<file path="src/rtl/instruction_memory_writer.sv">
// Instruction memory writer: packs R-type fields into a big-endian MIPS word
// and streams it into a byte-addressed memory array one byte per cycle.
module instruction_memory_writer #(
    parameter  int size_word = 2,
    localparam int AW        = $clog2(size_word * 4),
    localparam int CW        = $clog2(size_word + 1)
) (
    input  logic          clk,
    input  logic          reset,
    input  logic          set_base,
    input  logic [AW-1:0] base_addr,
    input  logic          in_valid,
    output logic          in_ready,
    input  logic [5:0]    op,
    input  logic [4:0]    rs,
    input  logic [4:0]    rt,
    input  logic [4:0]    rd,
    input  logic [4:0]    shamt,
    input  logic [5:0]    func,
    output logic          mem_we,
    output logic [AW-1:0] mem_addr,
    output logic [7:0]    mem_wdata,
    output logic          busy,
    output logic          full,
    output logic [CW-1:0] word_count
);

    localparam int MEM_BYTES = size_word * 4;

    typedef enum logic {
        IDLE  = 1'b0,
        WRITE = 1'b1
    } state_t;

    state_t        state_q, state_d;
    logic [1:0]    bi_q, bi_d;
    logic [AW-1:0] ptr_q, ptr_d;
    logic [31:0]   word_q, word_d;
    logic [CW-1:0] count_q, count_d;
    logic          full_q, full_d;
    logic          mem_we_q, mem_we_d;
    logic [AW-1:0] mem_addr_q, mem_addr_d;
    logic [7:0]    mem_wdata_q, mem_wdata_d;
    logic [AW-1:0] base_aligned;

    // Big-endian packing of the R-type fields.
    function automatic logic [31:0] pack_word(
        input logic [5:0] f_op, input logic [4:0] f_rs, input logic [4:0] f_rt,
        input logic [4:0] f_rd, input logic [4:0] f_sh, input logic [5:0] f_fn);
        return {f_op, f_rs, f_rt, f_rd, f_sh, f_fn};
    endfunction

    // Byte 0 is the most significant byte of the word.
    function automatic logic [7:0] byte_of(input logic [31:0] w, input logic [1:0] idx);
        case (idx)
            2'd0:    return w[31:24];
            2'd1:    return w[23:16];
            2'd2:    return w[15:8];
            default: return w[7:0];
        endcase
    endfunction

    // Advance the write pointer by one word, wrapping at the end of the array.
    function automatic logic [AW-1:0] next_ptr(input logic [AW-1:0] p);
        if (int'(p) + 4 >= MEM_BYTES) return '0;
        return p + AW'(4);
    endfunction

    // Word alignment of the new base pointer: low two address bits dropped.
    assign base_aligned = base_addr & ~AW'(3);

    // Acceptance is blocked while a word is in flight, when full, or while rebasing.
    assign in_ready = (state_q == IDLE) && !full_q && !set_base;

    // Next-state logic; memory outputs are precomputed so they come straight from flops.
    always_comb begin
        state_d  = state_q;
        bi_d     = bi_q;
        ptr_d    = ptr_q;
        word_d   = word_q;
        count_d  = count_q;
        full_d   = full_q;

        if (set_base) begin
            state_d = IDLE;
            bi_d    = 2'd0;
            ptr_d   = base_aligned;
            count_d = '0;
            full_d  = 1'b0;
        end else begin
            case (state_q)
                IDLE: begin
                    if (in_valid && in_ready) begin
                        state_d = WRITE;
                        bi_d    = 2'd0;
                        word_d  = pack_word(op, rs, rt, rd, shamt, func);
                    end
                end
                WRITE: begin
                    if (bi_q == 2'd3) begin
                        state_d = IDLE;
                        bi_d    = 2'd0;
                        ptr_d   = next_ptr(ptr_q);
                        count_d = count_q + CW'(1);
                        full_d  = (count_q + CW'(1) == CW'(size_word));
                    end else begin
                        bi_d = bi_q + 2'd1;
                    end
                end
                default: state_d = IDLE;
            endcase
        end

        mem_we_d    = (state_d == WRITE);
        mem_addr_d  = mem_we_d ? ptr_d + AW'(bi_d) : '0;
        mem_wdata_d = mem_we_d ? byte_of(word_d, bi_d) : 8'h00;
    end

    // Control and memory-port registers with synchronous reset.
    always_ff @(posedge clk) begin
        if (reset) begin
            state_q     <= IDLE;
            bi_q        <= 2'd0;
            ptr_q       <= '0;
            count_q     <= '0;
            full_q      <= 1'b0;
            mem_we_q    <= 1'b0;
            mem_addr_q  <= '0;
            mem_wdata_q <= 8'h00;
        end else begin
            state_q     <= state_d;
            bi_q        <= bi_d;
            ptr_q       <= ptr_d;
            count_q     <= count_d;
            full_q      <= full_d;
            mem_we_q    <= mem_we_d;
            mem_addr_q  <= mem_addr_d;
            mem_wdata_q <= mem_wdata_d;
        end
    end

    // Latched instruction word; only read while a write sequence is active.
    always_ff @(posedge clk) begin
        word_q <= word_d;
    end

    assign mem_we     = mem_we_q;
    assign mem_addr   = mem_addr_q;
    assign mem_wdata  = mem_wdata_q;
    assign busy       = (state_q == WRITE);
    assign full       = full_q;
    assign word_count = count_q;

endmodule

</file>
<file path="config.mk">
export PLATFORM = sky130hd
export DESIGN_NAME = instruction_memory_writer
export DESIGN_NICKNAME = d
export VERILOG_FILES = /design/src/rtl/instruction_memory_writer.sv
export SDC_FILE = /design/constraint.sdc
export NUM_CORES = 1
export LEC_CHECK = 0
export CAP_MARGIN = 15
export CORE_ASPECT_RATIO = 1.2
export CORE_MARGIN = 10
export CORE_UTILIZATION = 47
export DETAILED_ROUTE_END_ITERATION = 8
export PLACE_DENSITY_LB_ADDON = 0.15
export RECOVER_POWER = 25
export SETUP_SLACK_MARGIN = 0.05
export SLEW_MARGIN = 20
export SYNTH_ARGS = -nofsm -noshare
export SYNTH_HDL_FRONTEND = slang
export SYNTH_SLANG_ARGS = --single-unit
</file>
<file path="constraint.sdc">
create_clock -name clk -period 6.45 [get_ports clk]
set_clock_uncertainty 0.1 [all_clocks]
set_input_delay 1.29 -clock clk [delete_from_list [all_inputs] [get_ports clk]]
set_output_delay 1.29 -clock clk [all_outputs]
set_load 0.02 [all_outputs]
</file>
==> impl_metrics.toml, run 1 <==
[outcome]
status = "finished, final reports clean"

[timing]
period_minus_slack_ns = 4.32
worst_pin_slew_ns = 0.784
setup_viol = 0
drv_slew = 0
slew_headroom_pct = 47.3
finalHoldViolations = 0
max_freq_mhz = 231
finalCritPeriodShare_pct = 67.1
rsz0062_at_grt = "no"
tns_ns = 0
hold_slack_ns = 0.368

[drt]
drt_iter0_drc = 90
ant_nets = 0
vias = 1428
drc = 0
wl_um = 4750
routedWlPerCell_um = 16.7
viasPerCell = 5.01
drt_pass1_iterations = 4

[logic_synthesis]
synth-seq-cells = 52
synth_area_mm2 = 0.00214
yosysUniqueCellTypes = 33
syn_nets = 218
yosys_warnings = 0
synth_area_per_cell_um2 = 12.2
synthCells = 175
synth_seq_area_share_pct = 48.7

[floorplan]
dieArea_mm2 = 0.00766
core_mm2 = 0.00433
num_rows = 26
die_h_um = 93.9
num_io_pins = 56
start_util_pct = 49.4
die_x_um = 81.6

[grt]
first_global_vias = 1615
gr-total-overflow = 0
grt_pass1_wl_um = 7560
grt.total_usage_pct = 12.8
antenna_found_initial = 0
grt_max_degree = 17

[pwr]
leakagePower_nw = 1.27
p_per_area_mw_per_mm2 = 261
ir_worst_vdd_mv = 0.177

[critical_path]
cp-startpoint = "set_base"
crit_arrival_ns = 2.93
path_class = "input port to primary output"
crit_path_end = "in_ready"
crit_path_max_fanout = 13
r2r_end = "mem_wdata[6]"
required_ns = 5.06
r2r.worst_path.cells = 6
startpoint_type = "input port"
timing.rr.start = "mem_we"
critPathCaptureType = "primary output"
r2r_slack_ns = 3.90

[cts]
cts_tree = "yes"
clockBufferDepth = 2
cts_sinks = 52
cts_root_buf = "clkbuf_8"
htree_levels = 2
holdBufCountCts = 0
post-cts-setup-buffers = 0
cts_resized = 0
cts_buffers = 5
path_clk_slew_ns = 0.09
clkLatencyLatePin_ns = 0.30

[layout]
syn_to_final_growth_pct = 30.9
fin_cells = 285
antenna_cells = 0
drive_gt1_share_pct = 18.8
utilization_pct = 64.6
fin_nets = 271

[placed_design]
hpwl_um = 3670
gp_congestion = 0.788
port_buffers = 53
dp.cells = 276

[worst_hold_path]
min_path_type = "flop to flop"

[job]
cap_violations = 0
-- layout by cell type (no fill, tap or decap), types with 3 or more instances in the layout --
master / count
dfxtp_1: 52
clkdlybuf4s50_1: 41
mux2i_1: 19
inv_1: 18
mux2_2: 15
dlygate4sd3_1: 12
mux2_4: 10
a22oi_1: 8
o211a_1: 8
clkbuf_8: 7
and2_1: 5
nor3_1: 5
nor2_1: 3
ha_1: 3
-- logic make-up after synthesis --
kind of cell | count (synthesis) | share of synthesized area [%]
adder cells (fa/ha/maj) | 4 | 2.69
flip-flops | 52 | 48.7
AO/OA/AOI/OAI | 19 | 7.67
AND/OR/NAND/NOR | 25 | 8.08
multiplexers | 44 | 23.8
buffers and inverters | 28 | 7.79
XOR/XNOR | 3 | 1.23
-- how the worst min path moves through the flow --
stage                     slack, ns       start  depth (start not counted)          to
after CTS                      0.37  word_q[15]                          2  word_q[15]
after global placement         0.34   word_q[5]                          2   word_q[5]
final                          0.37  word_q[15]                          2  word_q[15]
after floorplan                0.32   word_q[0]                          2   word_q[0]
after detailed placement       0.35  word_q[15]                          2  word_q[15]
after global routing           0.39   word_q[5]                          2   word_q[5]
-- layer usage --
layer / part of all wire, % / GRT usage [%]
met4: 1.8 / 4.91
met2: 53 / 23.5
met3: 6.5 / 4.60
met5: 0 / 0
met1: 39 / 12.7
-- sequential cells by signal, indices dropped and copies added, names as in the netlist --
name,count
mem_we,1
word_count,2
bi_q,2
full,1
word_q,32
ptr_q,3
mem_addr,3
mem_wdata,8
-- layout make-up --
class / count / area, µm²
repair buffers: 56 / 557
fillers: 361 / 1530
multi-input cells: 95 / 935
flip-flops and latches: 52 / 1040
clock inverters: 1 / 30.0
well taps: 56 / 70.1
clock buffers: 7 / 96.3
inverters: 18 / 67.6
-- critical path, stage by stage --
cell and delay, ns:
dlygate4sd3_1 0.79, nor3_1 0.22, clkdlybuf4s50_1 0.63
-- per-stage QoR --
stage | power [mW] | setup WS (ns) | area (µm²)
floorplan | 0.457 | 3.09 | 2140
global placement | 0.492 | 1.99 | 2650
detailed placement | 0.500 | 1.89 | 2650
CTS | 0.737 | 2.15 | 2780
global route | 0.760 | 2.06 | 2800
finish | 0.730 | 2.13 | 2800
-- power by group --
part,switching (mW),total (mW),internal (mW)
clock,0.101,0.238,0.137
sequential,0.0122,0.373,0.361
combinational,0.0490,0.119,0.0697
total,0.162,0.730,0.568
-- synthesized netlist by cell type --
| library cell | number | area, µm² |
|---|---|---|
| nand2_1 | 1 | 3.75 |
| nor2_2 | 1 | 6.26 |
| nor2b_1 | 2 | 12.5 |
| o211a_1 | 8 | 80.1 |
| nor4b_4 | 1 | 23.8 |
| and2_1 | 6 | 37.5 |
| a31oi_2 | 1 | 12.5 |
| mux2i_1 | 19 | 190 |
| mux2_2 | 15 | 169 |
| xor2_1 | 1 | 8.76 |
| a21oi_1 | 1 | 5.00 |
| nor4_1 | 1 | 6.26 |
| fa_1 | 1 | 20.0 |
| nor3_1 | 6 | 30.0 |
| nand2b_1 | 1 | 6.26 |
| nor3_2 | 1 | 10.0 |
| ha_1 | 3 | 37.5 |
| nor2_1 | 3 | 11.3 |
| nor3b_2 | 1 | 12.5 |
| dfxtp_1 | 52 | 1040 |
| buf_2 | 1 | 5.00 |
| a31oi_1 | 1 | 6.26 |
| buf_1 | 1 | 3.75 |
| clkbuf_1 | 1 | 3.75 |
| mux2_4 | 10 | 150 |
| clkbuf_2 | 1 | 5.00 |
| buf_6 | 3 | 33.8 |
| buf_4 | 1 | 7.51 |
| buf_12 | 2 | 40.0 |
| xnor2_1 | 2 | 17.5 |
| nor4_2 | 1 | 12.5 |
| a22oi_1 | 8 | 60.1 |
| inv_1 | 18 | 67.6 |
Power figures use the tool's default switching activity.
==> run 2: changes to the inputs <==
==> constraint.sdc (replaced) <==
create_clock -name clk -period 4.4 [get_ports clk]
set_clock_uncertainty 0.1 [all_clocks]
set_input_delay 0.88 -clock clk [delete_from_list [all_inputs] [get_ports clk]]
set_output_delay 0.88 -clock clk [all_outputs]
set_load 0.02 [all_outputs]
==> run 2 against run 1 <==
Effect of this change: final area decreased by 2.3%; first-iteration DRC count down 48%; sequential power rose by 47%; final cell count decreased by 0.70%; critical endpoint unchanged; critical path depth unchanged; register-to-register slack lost 1.8 ns; sequential cell count unchanged; total power up 33%.
==> impl_metrics.toml, run 2 (synthesis results as in run 1) <==
[outcome]
status = "finished, final reports clean"

[cts]
cts_root_buf = "clkbuf_8"
htree_levels = 2
path_clk_slew_ns = 0.08
cts_buffers = 5
clockBufferDepth = 2
holdBufCountCts = 0
cts_tree = "yes"
cts_resized = 0
clkLatencyLatePin_ns = 0.30
post-cts-setup-buffers = 0
cts_sinks = 52

[drt]
viasPerCell = 4.98
drc = 0
drt_pass1_iterations = 4
wl_um = 4510
vias = 1409
ant_nets = 0
routedWlPerCell_um = 16.0
drt_iter0_drc = 47

[critical_path]
crit_arrival_ns = 2.50
startpoint_type = "input port"
crit_path_max_fanout = 13
required_ns = 3.42
path_class = "input port to primary output"
cp-startpoint = "set_base"
timing.rr.start = "mem_we"
critPathCaptureType = "primary output"

[pwr]
pwr-share-comb_pct = 17.5
p_sw_share_pct = 23.7
power.internal_mw = 0.738
leakagePower_nw = 1.23
pwr-share-seq_pct = 56.6
ir_worst_vdd_mv = 0.220
clkPwrFrac_pct = 25.9
p_sw_mw = 0.229
p_per_area_mw_per_mm2 = 354

[placed_design]
hpwl_um = 3570
placed_area_mm2 = 0.00265
port_buffers = 53
dp.cells = 276
gp_congestion = 0.759

[floorplan]
die_h_um = 93.9
start_util_pct = 49.4
num_rows = 26
core_mm2 = 0.00433
dieArea_mm2 = 0.00766
num_io_pins = 56
die_x_um = 81.6

[timing]
slew_headroom_pct = 47.0
max_freq_mhz = 288
rsz0062_at_grt = "no"
tns_ns = 0
period_minus_slack_ns = 3.48
finalCritPeriodShare_pct = 79.0
worst_pin_slew_ns = 0.788
setup_viol = 0
finalHoldViolations = 0
drv_slew = 0

[grt]
use_met1_pct = 12.8
gr-total-overflow = 0
busiest_layer = "met2"
grt_pass1_wl_um = 7370
grt_util_met3_pct = 4.79
grt_max_degree = 37
antenna_found_initial = 0
use_met2_pct = 22.2
grt.total_usage_pct = 12.3
first_global_vias = 1544

[worst_hold_path]
min_path_type = "flop to flop"
hp-start = "word_q[1]"

[layout]
drive_gt1_share_pct = 17.2
final_cell_mix = "dfxtp_1 (52), clkdlybuf4s50_1 (43), mux2i_1 (19), inv_1 (18), mux2_2 (15)"
nFillCells = 354
regMostFlops = "word_q"
final_common_cell = "dfxtp_1"
largest_reg_flops = 32
antenna_cells = 0
syn_to_final_growth_pct = 27.8
fin_area_mm2 = 0.00273
fin_cells = 283
fin_nets = 270

[job]
cap_violations = 0
run 2: cell types whose count changed in the layout (fill, tap and decap cells not counted):
cell,delta
nor3_1,+1
and2_0,+1
clkinvlp_4,+1
nor3_2,-1
and2_1,-1
bufinv_16,-1
buf_6,-1
clkbuf_1,+1
buf_4,-1
clkinv_2,+1
clkbuf_8,-2
clkdlybuf4s50_1,+2
dlygate4sd3_1,-2
run 2: worst max-delay path: stages:
cell	delay, ns
dlygate4sd3_1	0.77
nor3_1	0.22
clkdlybuf4s50_1	0.63
run 2: stage by stage:
stage | hold slack [ns] | total power [mW] | setup WS (ns) | util, %
after CTS | 0.360 | 0.982 | 0.934 | 63.2
after global placement | 0.334 | 0.722 | 0.882 | 61.3
after floorplan | 0.324 | 0.669 | 1.86 | -
after detailed placement | 0.339 | 0.732 | 0.793 | 61.3
after global routing | 0.396 | 1.02 | 0.855 | 63.1
final | 0.358 | 0.967 | 0.923 | 63.1
run 2: per-layer routing:
| layer | up-vias | share of wire, % | wire [µm] |
|---|---|---|---|
| met4 | 0 | 0.82 | 37 |
| li1 | 706 | - | - |
| met1 | 663 | 37 | 1680 |
| met3 | 4 | 7.9 | 358 |
| met5 | - | 0 | 0 |
| met2 | 36 | 54 | 2440 |
run 2: final timing paths:
check	endpoint	slack [ns]	cells after the start
worst max-delay path	in_ready	0.92	3
worst min-delay path	word_q[1]	0.36	2
worst max register to register	mem_wdata[5]	2.07	5
worst min register to register	word_q[1]	0.36	2
run 2: layout make-up:
type	instances	area, µm²	share of cell area (%)
sequential	52	1040	38.1
multi-input combinational	95	930	34.0
timing repair buffer	55	542	19.8
tap	56	70.1	2.57
clock buffer	5	68.8	2.52
inverter	18	67.6	2.47
clock inverter	2	12.5	0.458
run 2: power by group through the flow:
stage / clock, mW / sequential (mW) / combinational [mW]
global route: 0.285 / 0.554 / 0.186
finish: 0.250 / 0.547 / 0.170
floorplan: 0 / 0.557 / 0.112
detailed placement: 0 / 0.559 / 0.173
global placement: 0 / 0.555 / 0.167
CTS: 0.260 / 0.548 / 0.174
==> RTL edit 1, RTL diff (config.mk and constraints of run 2) <==
`size_word`: 2 -> 4.
--- a/src/rtl/instruction_memory_writer.sv
+++ b/src/rtl/instruction_memory_writer.sv
@@ -1,7 +1,7 @@
 // Instruction memory writer: packs R-type fields into a big-endian MIPS word
 // and streams it into a byte-addressed memory array one byte per cycle.
 module instruction_memory_writer #(
-    parameter  int size_word = 2,
+    parameter  int size_word = 4,
     localparam int AW        = $clog2(size_word * 4),
     localparam int CW        = $clog2(size_word + 1)
 ) (
Ports: changed (resized base_addr, mem_addr and word_count); port bits go from 56 to 59. No check against the original RTL was run, so the function may have changed too.
==> RTL edit 1 against run 2 <==
Total power up 9.1%. Hold slack gained 0.0059 ns. Non-clock buffer count increased by 3. Sequential power is 4.6% higher. Combinational power is 4% lower. Routed wire length increased by 2.4%. Sequential cell count rose by 3. Setup slack improved by 0.10 ns. Synthesized area grew 5.3%. Register-to-register slack worse by 0.06 ns. Final cell count increased by 7.8%. First-iteration DRC count grew 38%. Sequential share of layout area is 0.47 points lower. Largest cell class unchanged. Design area up 7.1%.
==> RTL edit 1: results (changes against run 2) <==
{
  "place": {
    "gp_congestion": {"value": 0.754, "change": "-0.67%"},
    "place_inst": {"value": 298, "change": "+8.0%"},
    "postPlaceCellArea": {"value": 2830, "unit": "µm²", "change": "+6.5%"}
  },
  "outcome": {
    "outcome": "finished clean"
  },
  "global_routing": {
    "grt_start_max_net_pins": {"value": 33, "change": "-11%"},
    "vias_in_the_first_global_route": {"value": 1576, "change": "+2.1%"},
    "groute.layer.met1.usage": {"value": 13.1, "unit": "%", "change": "+0.35 points"}
  },
  "route": {
    "drt-vias-per-instance": {"value": 5.07, "change": "+1.8%"},
    "first_iter_violations": {"value": 65, "change": "+38%"}
  },
  "pwr": {
    "p_leak": {"value": 1.19, "unit": "nW", "change": "-3.0%"},
    "p_switching": {"value": 0.234, "unit": "mW", "change": "+2.3%"}
  },
  "cells_and_area": {
    "drive_gt1_share": {"value": 17.0, "unit": "%", "change": "-0.18 points"},
    "multi_input_logic_cell_count": {"value": 116, "change": "+22%"},
    "final_cells": {"value": 305, "change": "+7.8%"},
    "layout.nets": {"value": 294, "change": "+8.9%"},
    "final-seq-area": {"value": 1100, "unit": "µm²", "change": "+5.8%"},
    "buffer_area_share": {"value": 19.7, "unit": "%", "change": "-0.16 points"},
    "multi_input_area": {"value": 1030, "unit": "µm²", "change": "+11%"},
    "clock_area_share": {"value": 3.64, "unit": "%", "change": "+0.66 points"}
  },
  "yosys": {
    "cells_after_synthesis": {"value": 190, "change": "+8.6%"},
    "synth.mux.area_fraction": {"value": 20.5, "unit": "%", "change": "-3.3 points"},
    "synth_cell_type_count": {"value": 39, "change": "+18%"},
    "syn_area_per_cell": {"value": 11.8, "unit": "µm²", "change": "-3.0%"},
    "ys_seq_elements": {"value": 55, "change": "+5.8%"}
  },
  "worst_setup_path": {
    "critical_path.max_stage_delay": {"value": 0.70, "unit": "ns", "change": "-0.07 ns"},
    "critPathMaxFanout": {"value": 11, "change": "-2"},
    "rr_endpoint": "mem_addr[1]",
    "timing.rr.start": "bi_q[0]"
  },
  "hold_path": {
    "endpoint_with_the_worst_hold_slack": "word_q[5]",
    "hp-start": "word_q[5]"
  },
  "sta": {
    "timing.hold.ws": {"value": 0.364, "unit": "ns", "change": "+0.00590 ns"},
    "timing_worst_slew_pin_value": {"value": 0.576, "unit": "ns", "change": "-0.212 ns"}
  }
}
==> RTL edit 1: changes by cell type after synthesis, sizes merged, moves of 5 or more <==
cell | run 2 | this run
mux2i | 19 | 9
a21boi | 0 | 9
mux2 | 25 | 33
o211a | 8 | 0
o221a | 0 | 8
a22oi | 8 | 1
inv | 18 | 11
nor2 | 4 | 9
==> RTL edit 1: cell families after synthesis <==
kind of cell / after synthesis
flops: 55
mux: 42
simple gates: 36
compound gates: 26
buf+inv: 19
fa+ha+maj: 7
xor+xnor: 5
==> RTL edit 1: power by group through the flow <==
stage / combinational [mW] / sequential, mW / clock [mW]
after floorplan: 0.105 / 0.585 / 0
after global placement: 0.163 / 0.582 / 0
after detailed placement: 0.166 / 0.585 / 0
after CTS: 0.167 / 0.573 / 0.333
after global routing: 0.181 / 0.578 / 0.352
final: 0.163 / 0.572 / 0.320
==> RTL edit 1: tightest hold or removal path, delay by kind of cell (launching register included) <==
family / cells / cell delay (ns)
mux: 1 / 0.07
flops: 1 / 0.32
buf+inv: 1 / 0.05
==> RTL edit 2, RTL diff (settings of run 2) <==
Without the edit above. Make the reset (`reset`) asynchronous in one clocked block. Comments in the files are not updated.
--- a/src/rtl/instruction_memory_writer.sv
+++ b/src/rtl/instruction_memory_writer.sv
@@ -117,7 +117,7 @@
     end
 
     // Control and memory-port registers with synchronous reset.
-    always_ff @(posedge clk) begin
+    always_ff @(posedge clk or posedge reset) begin
         if (reset) begin
             state_q     <= IDLE;
             bi_q        <= 2'd0;
Function: differs if reset is asserted again (counterexample within 4 cycles, from zero or initial values and one cycle with reset high); with reset held inactive, the same outputs for 10 cycles.
==> RTL edit 2 against run 2 <==
Design area up 9.8%. Critical endpoint unchanged. Sequential share of layout area is essentially flat. Via count increased by 5.3%. Setup slack improved by 0.19 ns. Sequential power rose by 5.1%. Combinational power grew 36%. Synthesized area grew 6.4%. Clock power up 65%. First-iteration DRC count rose by 45%. Routed wire length is 3.6% higher. Critical path type unchanged. Highest routed layer unchanged. Sequential cell count unchanged. Total power is 26% higher. Final cell count unchanged.
==> RTL edit 2: results (changes against run 2) <==
{
  "worst_setup_path": {
    "reg2reg_setup_slack": {"value": 1.89, "unit": "ns", "change": "-0.18 ns"},
    "critPathArrivalTime": {"value": 2.31, "unit": "ns", "change": "-0.19 ns"},
    "critical_path.max_stage_delay": {"value": 0.63, "unit": "ns", "change": "-0.14 ns"},
    "rr_endpoint": "mem_addr[2]",
    "ff2ff_path_depth": {"value": 9, "change": "+4"},
    "timing.rr.start": "bi_q[0]",
    "critPathMaxFanout": {"value": 6, "change": "-7"}
  },
  "place": {
    "place_inst": {"value": 275, "change": "-0.36%"},
    "postPlaceCellArea": {"value": 2840, "unit": "µm²", "change": "+7.2%"},
    "gp_congestion": {"value": 0.755, "change": "-0.43%"}
  },
  "yosys": {
    "cells_after_synthesis": {"value": 169, "change": "-3.4%"},
    "ys_top_cells_by_count": "sky130_fd_sc_hd__dfxtp_1, sky130_fd_sc_hd__mux2_2, sky130_fd_sc_hd__dfrtp_1",
    "synth-seq-area-share": {"value": 50.2, "unit": "%", "change": "+1.5 points"},
    "synth.mux.area_fraction": {"value": 23.3, "unit": "%", "change": "-0.56 points"},
    "synthArstFlopShare": {"value": 38.5, "unit": "%", "change": "+38 points"},
    "synth_cell_type_count": {"value": 38, "change": "+15%"},
    "complex_gate_fraction_of_the_synthesized_area": {"value": 10.4, "unit": "%", "change": "+2.7 points"}
  },
  "hold_path": {
    "hold_path_depth": {"value": 1, "change": "-1"},
    "hp-start": "word_q[9]"
  },
  "sta": {
    "period_minus_ws_final": {"value": 3.29, "unit": "ns", "change": "-0.191 ns"},
    "timing.hold.ws": {"value": 0.377, "unit": "ns", "change": "+0.0187 ns"}
  },
  "pwr": {
    "vdd_drop_max": {"value": 0.271, "unit": "mV", "change": "+23%"},
    "p_leak": {"value": 1.27, "unit": "nW", "change": "+3.3%"}
  },
  "cells_and_area": {
    "final.fill_count": {"value": 344, "change": "-2.8%"},
    "layout.nets": {"value": 267, "change": "-1.1%"}
  },
  "global_routing": {
    "grt_usage": {"value": 11.8, "unit": "%", "change": "-0.47 points"},
    "grt_pass1_wl": {"value": 7.86, "unit": "mm", "change": "+6.6%"}
  },
  "route": {
    "wl_per_cell": {"value": 16.5, "unit": "µm", "change": "+3.6%"},
    "detailroute.via_count": {"value": 1483, "change": "+5.3%"},
    "first_iter_violations": {"value": 68, "change": "+45%"}
  },
  "outcome": {
    "outcome": "finished clean"
  }
}
## RTL edit 2: cell types whose count changed after synthesis, moves of 4 or more
| cell | delta |
|---|---|
| sky130_fd_sc_hd__mux2_2 | +6 |
| sky130_fd_sc_hd__nand2b_1 | +5 |
| sky130_fd_sc_hd__mux2_4 | +6 |
| sky130_fd_sc_hd__dfrtp_1 | +20 |
| sky130_fd_sc_hd__mux2i_1 | -16 |
| sky130_fd_sc_hd__a22oi_1 | -8 |
| sky130_fd_sc_hd__o41a_2 | +4 |
| sky130_fd_sc_hd__nand2_1 | +6 |
| sky130_fd_sc_hd__or2b_1 | +4 |
| sky130_fd_sc_hd__inv_1 | -13 |
| sky130_fd_sc_hd__and2_1 | -4 |
| sky130_fd_sc_hd__dfxtp_1 | -20 |
## RTL edit 2: per-layer routing
metal	wire length (µm)	vias to the layer above	GRT usage, %
met2	2440	39	20.9
li1	-	716	-
met3	245	2	3.97
met1	1970	726	13.3
met5	0	-	0
met4	24	0	3.35
## RTL edit 2: how the worst max path moves through the flow
stage / from / endpoint / cells past startpoint
after floorplan: set_base / in_ready / 2
after global placement: set_base / in_ready / 3
after detailed placement: set_base / in_ready / 3
after CTS: set_base / in_ready / 3
after global routing: set_base / in_ready / 3
final: set_base / in_ready / 3
## RTL edit 2: cell type report
type,count,area (µm²),area share (%)
flip-flops and latches,52,1140,38.1
multi-input cells,105,1050,35.1
repair buffers,55,558,18.6
clock buffers,6,93.8,3.13
well taps,58,72.6,2.42
clock inverters,2,60.1,2.00
inverters,5,18.8,0.626
## RTL edit 2: where the power goes
| part | switching [mW] | internal, mW |
|---|---|---|
| logic | 0.0884 | 0.143 |
| clock network | 0.151 | 0.261 |
| registers | 0.0292 | 0.546 |
| total | 0.269 | 0.951 |
